==> config.mk <==
export PLATFORM = sky130hd
export DESIGN_NAME = wrap_count_extender
export DESIGN_NICKNAME = d
export VERILOG_FILES = /design/src/rtl/wrap_count_extender.sv
export SDC_FILE = /design/constraint.sdc
export NUM_CORES = 1
export LEC_CHECK = 0
export BUFFER_PORTS_ARGS = -buffer_cell sky130_fd_sc_hd__buf_2
export CORE_MARGIN = 4
export CORE_UTILIZATION = 50
export CTS_BUF_LIST = sky130_fd_sc_hd__clkbuf_8
export CTS_CLUSTER_DIAMETER = 200
export CTS_CLUSTER_SIZE = 14
export DETAILED_ROUTE_END_ITERATION = 7
export PLACE_DENSITY = 0.78
export SLEW_MARGIN = 20
export SYNTH_ARGS = -nofsm -noshare
export SYNTH_HDL_FRONTEND = slang
export SYNTH_SLANG_ARGS = --single-unit
==> constraint.sdc <==
create_clock -name clk -period 2.3 [get_ports clk]
set_input_delay 0.46 -clock clk [delete_from_list [all_inputs] [get_ports clk]]
set_output_delay 0.46 -clock clk [all_outputs]
set_load 0.02 [all_outputs]
==> src/rtl/wrap_count_extender.sv <==
// Widens a narrow wrapping count into a monotonic {epoch, sample} value.
// Roll-overs bump the epoch; flags mark wraps, odd steps and epoch overflow.
module wrap_count_extender #(
  parameter int IN_W     = 4,
  parameter int EPOCH_W  = 8,
  parameter int MAX_STEP = 1
) (
  input  logic                    clk,
  input  logic                    rst,
  input  logic                    in_valid,
  output logic                    in_ready,
  input  logic [IN_W-1:0]         in_count,
  output logic                    out_valid,
  input  logic                    out_ready,
  output logic [IN_W+EPOCH_W-1:0] out_count,
  output logic                    wrap_pulse,
  output logic                    step_err,
  output logic                    epoch_ovf
);

  localparam logic [IN_W-1:0] MAX_STEP_W = IN_W'(MAX_STEP);

  typedef enum logic {UNSYNC, TRACK} state_e;

  state_e                    state_q;
  logic [EPOCH_W-1:0]        epoch_q;
  logic [EPOCH_W-1:0]        epoch_d;
  logic [IN_W-1:0]           prev_q;
  logic [IN_W-1:0]           delta;
  logic                      out_valid_q;
  logic [IN_W+EPOCH_W-1:0]   out_count_q;
  logic                      wrap_q;
  logic                      err_q;
  logic                      ovf_q;
  logic                      accept;
  logic                      wrap_d;
  logic                      err_d;

  assign in_ready = !out_valid_q || out_ready;

  always_comb begin
    accept  = in_valid && in_ready;
    delta   = in_count - prev_q;
    // The first sample after reset has no predecessor, so no wrap or step is inferred.
    wrap_d  = (state_q == TRACK) && (in_count < prev_q);
    err_d   = (state_q == TRACK) && ((delta == '0) || (delta > MAX_STEP_W));
    epoch_d = wrap_d ? epoch_q + EPOCH_W'(1) : epoch_q;
  end

  always_ff @(posedge clk) begin
    if (rst) begin
      state_q     <= UNSYNC;
      epoch_q     <= '0;
      prev_q      <= '0;
      out_valid_q <= 1'b0;
      out_count_q <= '0;
      wrap_q      <= 1'b0;
      err_q       <= 1'b0;
      ovf_q       <= 1'b0;
    end else if (accept) begin
      state_q     <= TRACK;
      prev_q      <= in_count;
      epoch_q     <= epoch_d;
      if (wrap_d && (&epoch_q)) ovf_q <= 1'b1;
      out_valid_q <= 1'b1;
      out_count_q <= {epoch_d, in_count};
      wrap_q      <= wrap_d;
      err_q       <= err_d;
    end else if (out_ready) begin
      // Beat consumed with nothing to replace it; flags drop with out_valid.
      out_valid_q <= 1'b0;
      wrap_q      <= 1'b0;
      err_q       <= 1'b0;
    end
  end

  assign out_valid  = out_valid_q;
  assign out_count  = out_count_q;
  assign wrap_pulse = wrap_q;
  assign step_err   = err_q;
  assign epoch_ovf  = ovf_q;

endmodule

; Word level (Yosys, flattened, before mapping)
; Index checks and enable logic that the tools add are counted.
[totals]
regBits = 29
input_bits = 8
out_inout_bits = 17
wordCells = 28
[op_classes]
addsub = 2
magnitude_cmp = 2
mux = 5
n_reduce_logical = 11
[op_table]
columns = operator, n
row1 = "8-bit by 1-bit adder with 8-bit output, second input constant", 1
row2 = 8-bit two-way mux, 1
row3 = 8-bit AND reduction, 1
row4 = "4-bit by 1-bit > comparator with 1-bit output, second input constant", 1
row5 = 1-bit logical AND, 4
row6 = 4-bit zero test, 1
row7 = 4-bit less-than comparator, 1
row8 = 1-bit two-way mux, 4
row9 = 4-bit subtractor, 1
row10 = 1-bit logical OR, 2
row11 = 2-bit AND reduction, 1
row12 = 2-bit nonzero test, 1
row13 = 1-bit zero test, 1

; Logic depth before layout (Yosys ltp)
; Gate-level depths: netlist of the first run.
[logic_depth]
ltp_word = 5
depth_mapped = 9
ltp_nobuf = 8

; Worst setup path after synthesis of the first run
; Ideal clock, no wire load.
[synth_timing]
path_kind = input-to-reg
start = input port in_count[0]
end = register epoch_q[7]
setup_ns = 0.070
t_arrival_ns = 2.026
required_time_ns = 2.230
setup_slack_ns = 0.204
cell_stages = 8
path_buffers = 0
path_cell_list = inv_1 ha_1 inv_1 fa_1 a21oi_2 o2111ai_4 or4_1 a21oi_1
[synth_via]
elab_chain_cells = 3
[synth_lines]
columns = element, line_no
row1 = start: declaration, 12  ; input logic [IN_W-1:0] in_count,
row2 = 4-bit less-than comparator, 45  ; wrap_d = (state_q == TRACK) && (in_count < prev_q);
row3 = 1-bit logical AND, 45
row4 = 8-bit two-way mux, 47  ; epoch_d = wrap_d ? epoch_q + EPOCH_W'(1) : epoch_q;
row5 = end signal: assignment, 63  ; epoch_q <= epoch_d;
row6 = end: declaration, 26  ; logic [EPOCH_W-1:0] epoch_q;
; Every way passes these cells.
; A chain may end at the register's enable or synchronous reset.

; Worst setup path in the final report of the first run
[layout_timing]
start = input port in_count[0]
end = register epoch_q[4]
; The elaborated chain is that of the path after synthesis.

==> summary.md, run 1 <==
| Metric | Value |
|---|---|
| H-Tree Depth | 1 |
| VDD IR-drop max | 0.458 mV |
| Async set-reset flop share out of synthesis | 0% |
| Status | completed |
| Port Buffers | 24 |
| Post-synthesis sequential area ratio | between 30% and 40% |
| Layout fillers | 138 |
| Area share of fa/ha/maj cells after synthesis | ~9.7% |
| Pre-CTS setup slack | -33.9 ps |
| Final Setup Violations | 0 |
| Yosys top cell area share | around 40% |
| Pleak | 0.000453 uW |
| DRT Wirelength | roughly 1.8 mm |
| Final Cycle Share | 89.9% |
| P&R area growth vs syn | 20.7% |
| Antenna cells | 0 |
| DR iter-0 viols | 11 |
| Post-Synth XOR/XNOR Area | 3.09% |
| Final GP Congestion | around 0.77 |
| Syn nets | about 110 |
| Final Slew Violations | 0 |
| Worst hold path type | flip-flop to flip-flop |
| Layout cells sized above 1 | around a quarter |
| Top cells by area, synth | dfxtp_1, a21oi_1, ha_1 |
| CP Capture Type | flip-flop |
| Worst Setup Start Kind | input port |
| Tmin final | approximately 2100 ps |
| # hold bufs at CTS | 0 |
| Largest family of logic cells by synthesized area | compound AO/OA/AOI/OAI gates |
| Yosys top cell by area | dfxtp_1 |
| Mux cell area share after synthesis | between 1 and 1.5% |
| Synth Cell Area | roughly 850 um2 |
| Commonest cells post-synth | dfxtp_1, a21oi_1, inv_1 |
| Simple-Gate Fraction of Synth Area | approximately 18% |
| Die W | between 40 and 50 um |
| # rows | 14 |
| Routed vias/inst | 5.44 |
| Final Net Count | roughly 140 |
| Switch share | 25.2% |
| Max-Slew Margin vs Limit | 78.2% |
| Clock network fraction of design power | 34.7% |
| Mean Syn Cell Area | 8.68 um2 |
| Fin. Hold Viols | 0 |
| Largest net degree at the start of global routing | 19 |
| Compound-Gate Fraction of Synth Area | between 20% and 30% |
| Post-CTS setup buffer count | 0 |
| Via count | between 700 and 800 |
| First-pass GRT wire length | between 3 and 4 mm |
| DRC | 0 |
| Power Dens Cells | a little under 600 nW/um2 |
| Clock Pin Slew Worst Setup and Hold Paths | ~60 ps |
| Sw power | about 150 uW |
| Number of global-route vias before repair | 717 |
| Clock skew | 1.28 ps |
| PostCTS Resize Cnt | 0 |
| Most frequent cell after synthesis | dfxtp_1 |
| CTS max path bufs | 2 |
| Worst-path fanout max | 11 |
| Die H | about 49 um |
| Combinational share of power | between 10% and 20% |
| Slew @ Worst Pin | approximately 330 ps |
| Die area | roughly 2400 um2 |
| Crit Path Class | input port to flip-flop |
| Total grt overflow | 0 |
| Root buf cell | clkbuf_8 |
| First-pass DRT Iterations | 4 |
| Initial Util | 54.6% |
| Sequential power share | 50.8% |
| Hpwl dp | between 1 and 1.5 mm |
| Flops & latches, synth | 17 |
| Commonest register cell after synthesis | dfxtp_1 |
| Final ANT Viol Nets | 0 |
| Synth warn | 0 |
| Max Clk Rate | 483 MHz |
| Min Hold Slack | roughly 440 ps |
| Critical path arrival | ~2200 ps |
| Required time worst endpoint | between 2000 and 2500 ps |
| Pint | 456 uW |
| GRT Total Usage | about 17% |
| Final setup margin | 232 ps |
| CTS tree | yes |
| Core area | roughly 1600 um2 |
| Routed length per instance | 12.6 um |
| Synth unique cells | 29 |
| Clk sinks | 17 |
| Maxcap violations | 0 |
| Post-synth EDFFs | 0 |
| Top Ports | 25 |
| Clock Latency Late Sink | approximately 250 ps |
| Cts bufs inserted | 3 |
| RSZ-0062 raised after global routing | no |
| Synthesized instance count | 98 |
| Initial antenna violation count | 0 |
[through the flow]
stage / cell area, um2 / utilization [%] / total power, uW / TNS [ps] / std cells
2_1_floorplan: 851 / - / 378 / 0 / 98
3_3_place_gp: 982 / 63.0 / 403 / 0 / 136
3_5_place_dp: 982 / 63.0 / 404 / -47.4 / 136
4_1_cts: 1030 / 65.9 / 616 / 0 / 140
5_1_grt: 1030 / 65.9 / 647 / 0 / 140
6_report: 1030 / 65.9 / 609 / 0 / 140
[state kept, by name (all words and copies together), names as in the netlist]
name	flops
prev_q	3
out_valid	1
out_count	1
epoch_q	8
step_err	1
state_q	1
wrap_pulse	1
epoch_ovf	1
[worst max-delay path: stages]
cell	delay, ps
buf_2	110
inv_1	50
ha_1	140
inv_1	60
fa_1	410
a21oi_2	180
o2111ai_4	130
buf_4	190
or3_1	340
a21oi_1	170
[layer usage]
layer / up-vias / share of wire (%) / track usage, %
met1: 350 / 46 / 20.0
met2: 15 / 48 / 27.9
met4: 0 / 1.5 / 7.11
li1: 393 / - / -
met3: 4 / 4.4 / 3.36
met5: - / 0 / 0
[power by group through the flow]
stage | Sequential, uW | Clock [uW] | Combinational (uW)
final | 309 | 211 | 88.3
after global routing | 310 | 238 | 98.9
after CTS | 309 | 217 | 89.2
after detailed placement | 316 | 0 | 88.4
after global placement | 315 | 0 | 87.3
after floorplan | 325 | 0 | 53.1
[layout by cell type (no fill, tap or decap)]
| cell type | count |
|---|---|
| a21o_1 | 1 |
| a21oi_1 | 14 |
| a21oi_2 | 1 |
| a31oi_1 | 2 |
| and3_1 | 1 |
| buf_2 | 24 |
| buf_4 | 2 |
| clkbuf_8 | 3 |
| dfxtp_1 | 17 |
| fa_1 | 1 |
| ha_1 | 5 |
| inv_1 | 11 |
| mux2i_1 | 1 |
| nand2_1 | 7 |
| nand2b_2 | 1 |
| nand3_1 | 8 |
| nand3b_1 | 1 |
| nor2_1 | 3 |
| nor2b_1 | 1 |
| nor3_1 | 1 |
| o2111ai_4 | 1 |
| o211ai_1 | 1 |
| o21ai_0 | 5 |
| o31a_1 | 1 |
| o31ai_1 | 1 |
| or3_1 | 6 |
| or4_1 | 1 |
| xnor2_1 | 1 |
| xor2_1 | 2 |
[worst paths after layout]
kind / startpoint / end / slack, ps / cells past startpoint
worst max register to register: prev_q[0]$_SDFFE_PP0P_ / epoch_q[4]$_SDFFE_PP0P_ / 240 / 8
worst max-delay path: in_count[0] / epoch_q[4]$_SDFFE_PP0P_ / 230 / 10
worst min register to register: epoch_ovf$_SDFFE_PP0P_ / epoch_ovf$_SDFFE_PP0P_ / 440 / 2
worst min-delay path: epoch_ovf$_SDFFE_PP0P_ / epoch_ovf$_SDFFE_PP0P_ / 440 / 2
[cell type report]
cell class / count / area [um2] / share of cell area (%)
Multi-Input combinational cell: 67 / 449 / 43.7
Sequential cell: 17 / 340 / 33.1
Timing Repair Buffer: 26 / 135 / 13.2
Clock buffer: 3 / 41.3 / 4.02
Inverter: 10 / 37.5 / 3.65
Tap cell: 16 / 20.0 / 1.95
Clock inverter: 1 / 3.75 / 0.365
[cell families after synthesis]
group | count (synthesis)
compound gates | 27
xor+xnor | 3
fa+ha+maj | 6
buf+inv | 14
flops | 17
mux | 1
simple gates | 30
(Power assumes the default switching activity.)
==> inputs of run 2 (changes only) <==
CORE_UTILIZATION = 52   (was 50)
PLACE_DENSITY = 0.8   (was 0.78)
clock period = 2.5 ns   (was 2.3 ns; I/O delays follow)
==> summary.md, run 2 (synthesis results as in run 1) <==
| Metric | Value |
|---|---|
| Status | completed (unchanged) |
| # rows | 14 (unchanged) |
| DR WL met3 | 91 um (was 78 um) |
| Via count | 761 (was 762) |
| Worst-path fanout max | 9 (was 11) |
| Clock Latency Late Sink | 250 ps (about the same) |
| Met2 wire len | 953 um (was 857 um) |
| Slew @ Worst Pin | 309 ps (was 326 ps) |
| Final ANT Viol Nets | 0 (unchanged) |
| RSZ-0062 raised after global routing | no (unchanged) |
| First-pass GRT wire length | 3.13 mm (was 3.19 mm) |
| Clock skew | 2.28 ps (was 1.28 ps) |
| Placed insts | 135 (was 136) |
| Final instance area | 1020 um2 (was 1030 um2) |
| Max reg flops | 8 (unchanged) |
| Largest net degree at the start of global routing | 19 (unchanged) |
| Clk sinks | 17 (unchanged) |
| Pleak | 0.000447 uW (was 0.000453 uW) |
| Core area | 1520 um2 (was 1560 um2) |
| Final setup margin | 320 ps (was 232 ps) |
| Total grt overflow | 0 (unchanged) |
| Die H | 48.5 um (was 49.3 um) |
| Critical path arrival | 2360 ps (was 2240 ps) |
| First-pass DRT Iterations | 4 (unchanged) |
| Area post-placement | 975 um2 (was 982 um2) |
| Final Net Count | 138 (was 139) |
| P&R area growth vs syn | 20.0% (was 20.7%) |
| DR top layer | met4 (unchanged) |
| Cts bufs inserted | 3 (unchanged) |
| GRT Total Usage | 16.1% (was 16.5%) |
| Fin. Hold Viols | 0 (unchanged) |
| Initial antenna violation count | 0 (unchanged) |
| # hold bufs at CTS | 0 (unchanged) |
| Routed length per instance | 13.3 um (was 12.6 um) |
| Top Ports | 25 (unchanged) |
| CTS max path bufs | 2 (unchanged) |
| VDD IR-drop max | 0.384 mV (was 0.458 mV) |
| Die area | 2350 um2 (was 2430 um2) |
| Routed vias/inst | 5.47 (was 5.44) |
| Hpwl dp | 1.40 mm (was 1.34 mm) |
| Power Dens Cells | 554 nW/um2 (was 593 nW/um2) |
| Max Clk Rate | around 460 MHz |
| Biggest register | epoch_q (unchanged) |
| Layout cells sized above 1 | 26.0% (was 25.8%) |
| Max-Slew Margin vs Limit | 79.4% (was 78.2%) |
| Initial Util | 55.8% (was 54.6%) |
| Die W | 48.5 um (was 49.3 um) |
| Commonest non-fill, non-tap cells in the layout | buf_2, dfxtp_1, a21oi_1 (unchanged) |
| Maxcap violations | 0 (unchanged) |
| CP Capture Type | flip-flop (unchanged) |
| Final GP Congestion | 0.735 (was 0.771) |
| Worst Setup Start Kind | input port (unchanged) |
| Crit Path Class | input port to flip-flop (unchanged) |
| Required time worst endpoint | 2680 ps (was 2470 ps) |
| Tmin final | between 2000 and 2500 ps |
| Port Buffers | 24 (unchanged) |
| Total power | 566 uW (was 609 uW) |
| Clock Pin Slew Worst Setup and Hold Paths | 60 ps (about the same) |
| Pre-CTS setup slack | 76.3 ps (was -33.9 ps) |
| CTS tree | yes (unchanged) |
| DR iter-0 viols | 5 (was 11) |
| Final Slew Violations | 0 (unchanged) |
| Top Registers | epoch_q (8), prev_q (3) (unchanged) |
| Final Cycle Share | 87.2% |
| Commonest non-fill, non-tap cell in the layout | buf_2 (unchanged) |
| DRC | 0 (unchanged) |
| Worst hold path type | flip-flop to flip-flop (unchanged) |
| Number of global-route vias before repair | 698 (was 717) |
| Final Setup Violations | 0 (unchanged) |
| Post-CTS setup buffer count | 0 (unchanged) |
| DRT Wirelength | 1.85 mm (was 1.77 mm) |
| Antenna cells | 0 (unchanged) |
| Final setup TNS | 0 ps (unchanged) |
| Root buf cell | clkbuf_8 (unchanged) |
| Non-filler cells in the finished layout | 139 (was 140) |
| Metal-1 WL | 781 um (was 805 um) |
| H-Tree Depth | 1 (unchanged) |
| PostCTS Resize Cnt | 0 (unchanged) |
==> run 2: cell count changes in the layout (fill, tap and decap cells not counted) <==
cell / before / now
clkinv_2: 0 / 1
buf_4: 2 / 1
inv_1: 11 / 10
==> run 2: per-stage QoR <==
step | hold slack [ps] | utilization, %
floorplan | 442 | -
global placement | 432 | 64.0
detailed placement | 435 | 64.0
CTS | 443 | 67.0
global route | 469 | 67.0
finish | 440 | 67.0
==> run 2: final timing paths <==
path	start	to	slack [ps]	cells past startpoint
hold reg to reg	epoch_ovf$_SDFFE_PP0P_	epoch_ovf$_SDFFE_PP0P_	440	2
setup reg to reg	prev_q[0]$_SDFFE_PP0P_	epoch_q[7]$_SDFFE_PP0P_	370	7
hold / removal	epoch_ovf$_SDFFE_PP0P_	epoch_ovf$_SDFFE_PP0P_	440	2
setup / recovery	in_count[0]	epoch_q[7]$_SDFFE_PP0P_	320	9
==> run 2: area by class of cell <==
class / instances / area [um2]
inverters: 10 / 37.5
flip-flops and latches: 17 / 340
clock inverters: 1 / 5.00
repair buffers: 25 / 128
clock buffers: 3 / 41.3
multi-input cells: 67 / 449
fillers: 141 / 503
well taps: 16 / 20.0
==> run 2: power breakdown <==
group          internal (uW)  leakage [uW]  total [uW]  switching [uW]
combinational           31.0      0.000283        82.1            51.1
sequential               279      0.000138         285            5.49
clock                    110     0.0000255         199            89.0
total                    420      0.000447         566             146
==> run 2: worst max-delay path, cell delays in order <==
cell	delay, ps
buf_2	110
inv_1	60
ha_1	140
inv_1	50
fa_1	410
a21oi_2	200
o2111ai_4	180
or4_1	550
a21oi_1	160
==> run 2: routing by layer <==
| metal | GRT usage [%] | vias up |
|---|---|---|
| met5 | 0 | - |
| met1 | 20.4 | 352 |
| met2 | 26.1 | 16 |
| li1 | - | 389 |
| met4 | 6.73 | 0 |
| met3 | 3.68 | 4 |
==> inputs of run 3 (changes only) <==
BUFFER_PORTS_ARGS = -buffer_cell sky130_fd_sc_hd__clkbuf_2   (was -buffer_cell sky130_fd_sc_hd__buf_2)
CORE_UTILIZATION = 30   (was 52)
PLACE_DENSITY = not set   (was 0.8)
==> summary.md, run 3 (synthesis results as in run 1) <==
| Metric | Value |
|---|---|
| Final GP Congestion | 0.774 (was 0.735) |
| Multi-input gate area | 449 um2 (unchanged) |
| Critical path arrival | 2360 ps (about the same) |
| Pleak | 0.000438 uW (was 0.000447 uW) |
| CP Capture Type | flip-flop (unchanged) |
| Non-filler cells in the finished layout | 154 (was 139) |
| First-pass GRT wire length | 3.20 mm (was 3.13 mm) |
| VDD IR-drop max | 0.330 mV (was 0.384 mV) |
| Post-CTS setup buffer count | 0 (unchanged) |
| Routed vias/inst | 5.01 (was 5.47) |
| Die H | 61.3 um (was 48.5 um) |
| WP depth | 10 (was 9) |
| Cell Chain, Critical Path | clkbuf_2, inv_1, ha_1, inv_1, fa_1, a21oi_2, o2111ai_4, buf_4, or3_1, a21oi_1 (was buf_2, inv_1, ha_1, inv_1, fa_1, a21oi_2, o2111ai_4, or4_1, a21oi_1) |
| Worst Setup Start Kind | input port (unchanged) |
| Slowest Stage Delay on Critical Path | 410 ps (was 550 ps) |
| Initial antenna violation count | 0 (unchanged) |
| Clock Pin Slew Worst Setup and Hold Paths | 70 ps (was 60 ps) |
| Die area | 3750 um2 (was 2350 um2) |
| CP Buf/Inv Count | 4 (was 3) |
| Final setup TNS | 0 ps (unchanged) |
| # hold bufs at CTS | 0 (unchanged) |
| DRC | 0 (unchanged) |
| Hold depth | 2 (unchanged) |
| Initial Util | 31.1% (was 55.8%) |
| CTS tree | yes (unchanged) |
| Crit path top cell by count | inv_1 (unchanged) |
| Port Buffers | 24 (unchanged) |
| Final ANT Viol Nets | 0 (unchanged) |
| FF+latch area | 340 um2 (unchanged) |
| Clk sinks | 17 (unchanged) |
| Reg2reg path depth | 8 (was 7) |
| Core area | 2730 um2 (was 1520 um2) |
| GRT Total Usage | 11.4% (was 16.1%) |
| Clock Latency Late Sink | 250 ps (about the same) |
| Largest net degree at the start of global routing | 19 (unchanged) |
| CTS max path bufs | 2 (unchanged) |
| Worst hold path type | flip-flop to flip-flop (unchanged) |
| Tmin final | 2180 ps (about the same) |
| Total grt overflow | 0 (unchanged) |
| Biggest register | epoch_q (unchanged) |
| # rows | 19 (was 14) |
| PostCTS Resize Cnt | 0 (unchanged) |
| Pre-CTS setup slack | 58.2 ps (was 76.3 ps) |
| Final Slew Violations | 0 (unchanged) |
| Status | completed (unchanged) |
| Via count | 771 (was 761) |
| Slew @ Worst Pin | 372 ps (was 309 ps) |
| Power Dens Cells | 550 nW/um2 (was 554 nW/um2) |
| Routed length per instance | 12.4 um (was 13.3 um) |
| Max Clk Rate | 460 MHz (was 459 MHz) |
| Top Registers | epoch_q (8), prev_q (3) (unchanged) |
| P&R area growth vs syn | 22.1% (was 20.0%) |
| Commonest non-fill, non-tap cells in the layout | clkbuf_2, dfxtp_1, a21oi_1 (was buf_2, dfxtp_1, a21oi_1) |
| Cell family with most CP delay | adder cells (unchanged) |
| Layout cells sized above 1 | 25.2% (was 26.0%) |
| Layout fillers | 285 (was 141) |
| Max reg flops | 8 (unchanged) |
| Max-Slew Margin vs Limit | 75.2% (was 79.4%) |
| Crit-path slowest cell | fa_1 (was or4_1) |
| Required time worst endpoint | 2680 ps (about the same) |
| Fin. Hold Viols | 0 (unchanged) |
| Number of global-route vias before repair | 765 (was 698) |
| Maxcap violations | 0 (unchanged) |
| Final setup margin | 324 ps (was 320 ps) |
| DR iter-0 viols | 20 (was 5) |
| Top Ports | 25 (unchanged) |
| Commonest non-fill, non-tap cell in the layout | clkbuf_2 (was buf_2) |
| DRT Wirelength | 1.90 mm (was 1.85 mm) |
| Final Setup Violations | 0 (unchanged) |
| RSZ-0062 raised after global routing | no (unchanged) |
| Antenna cells | 0 (unchanged) |
| Cts bufs inserted | 3 (unchanged) |
| Die W | 61.3 um (was 48.5 um) |
| Clock skew | 1.59 ps (was 2.28 ps) |
| Final Cycle Share | 87.0% (was 87.2%) |
| H-Tree Depth | 1 (unchanged) |
| Hpwl dp | 1.43 mm (was 1.40 mm) |
| Placed insts | 150 (was 135) |
| Crit Path Class | input port to flip-flop (unchanged) |
| First-pass DRT Iterations | 4 (unchanged) |
| Final Net Count | 138 (unchanged) |
| Worst-path fanout max | 11 (was 9) |
| Root buf cell | clkbuf_8 (unchanged) |
==> run 3: cell types whose count changed in the layout (fill, tap and decap cells not counted), sizes merged <==
cell    change
clkbuf     +24
buf        -24
clkinv      -1
inv         +1
==> run 3: routing by layer <==
layer,vias to the layer above,global-route usage [%],routed length (um)
met2,23,19.5,847
li1,389,-,-
met5,-,0,0
met4,0,2.79,7
met3,2,4.61,156
met1,357,13.3,891
==> run 3: stage by stage <==
| stage | cell area [um2] | utilization [%] | hold slack, ps | total power, uW |
|---|---|---|---|---|
| after detailed placement | 993 | 36.3 | 447 | 372 |
| after floorplan | 851 | - | 442 | 347 |
| after CTS | 1040 | 38.0 | 456 | 583 |
| after global placement | 993 | 36.3 | 442 | 370 |
| after global routing | 1040 | 38.0 | 476 | 604 |
| final | 1040 | 38.0 | 448 | 571 |
==> run 3: report_power, final <==
group | leakage [uW] | internal, uW | switching, uW | total, uW
registers | 0.000138 | 279 | 5.65 | 285
clock network | 0.0000269 | 109 | 97.2 | 206
logic | 0.000273 | 30.5 | 50.0 | 80.4
==> run 3: tightest hold or removal path, delay by kind of cell (launching register included) <==
kind,cells,cell delay (ps)
buf+inv,1,50
flops,1,310
compound gates,1,50
==> run 3: worst paths after layout <==
kind         slack, ps                    from                 endpoint
min reg2reg        450  epoch_ovf$_SDFFE_PP0P_   epoch_ovf$_SDFFE_PP0P_
min                450  epoch_ovf$_SDFFE_PP0P_   epoch_ovf$_SDFFE_PP0P_
max                320             in_count[0]  epoch_q[5]$_SDFFE_PP0P_
max reg2reg        340  prev_q[0]$_SDFFE_PP0P_  epoch_q[5]$_SDFFE_PP0P_
==> run 3: layout make-up <==
type | count | share of cell area (%)
Multi-Input combinational cell | 67 | 43.3
Sequential cell | 17 | 32.8
Timing Repair Buffer | 25 | 12.3
Clock buffer | 3 | 3.98
Tap cell | 31 | 3.73
Inverter | 10 | 3.61
Clock inverter | 1 | 0.361
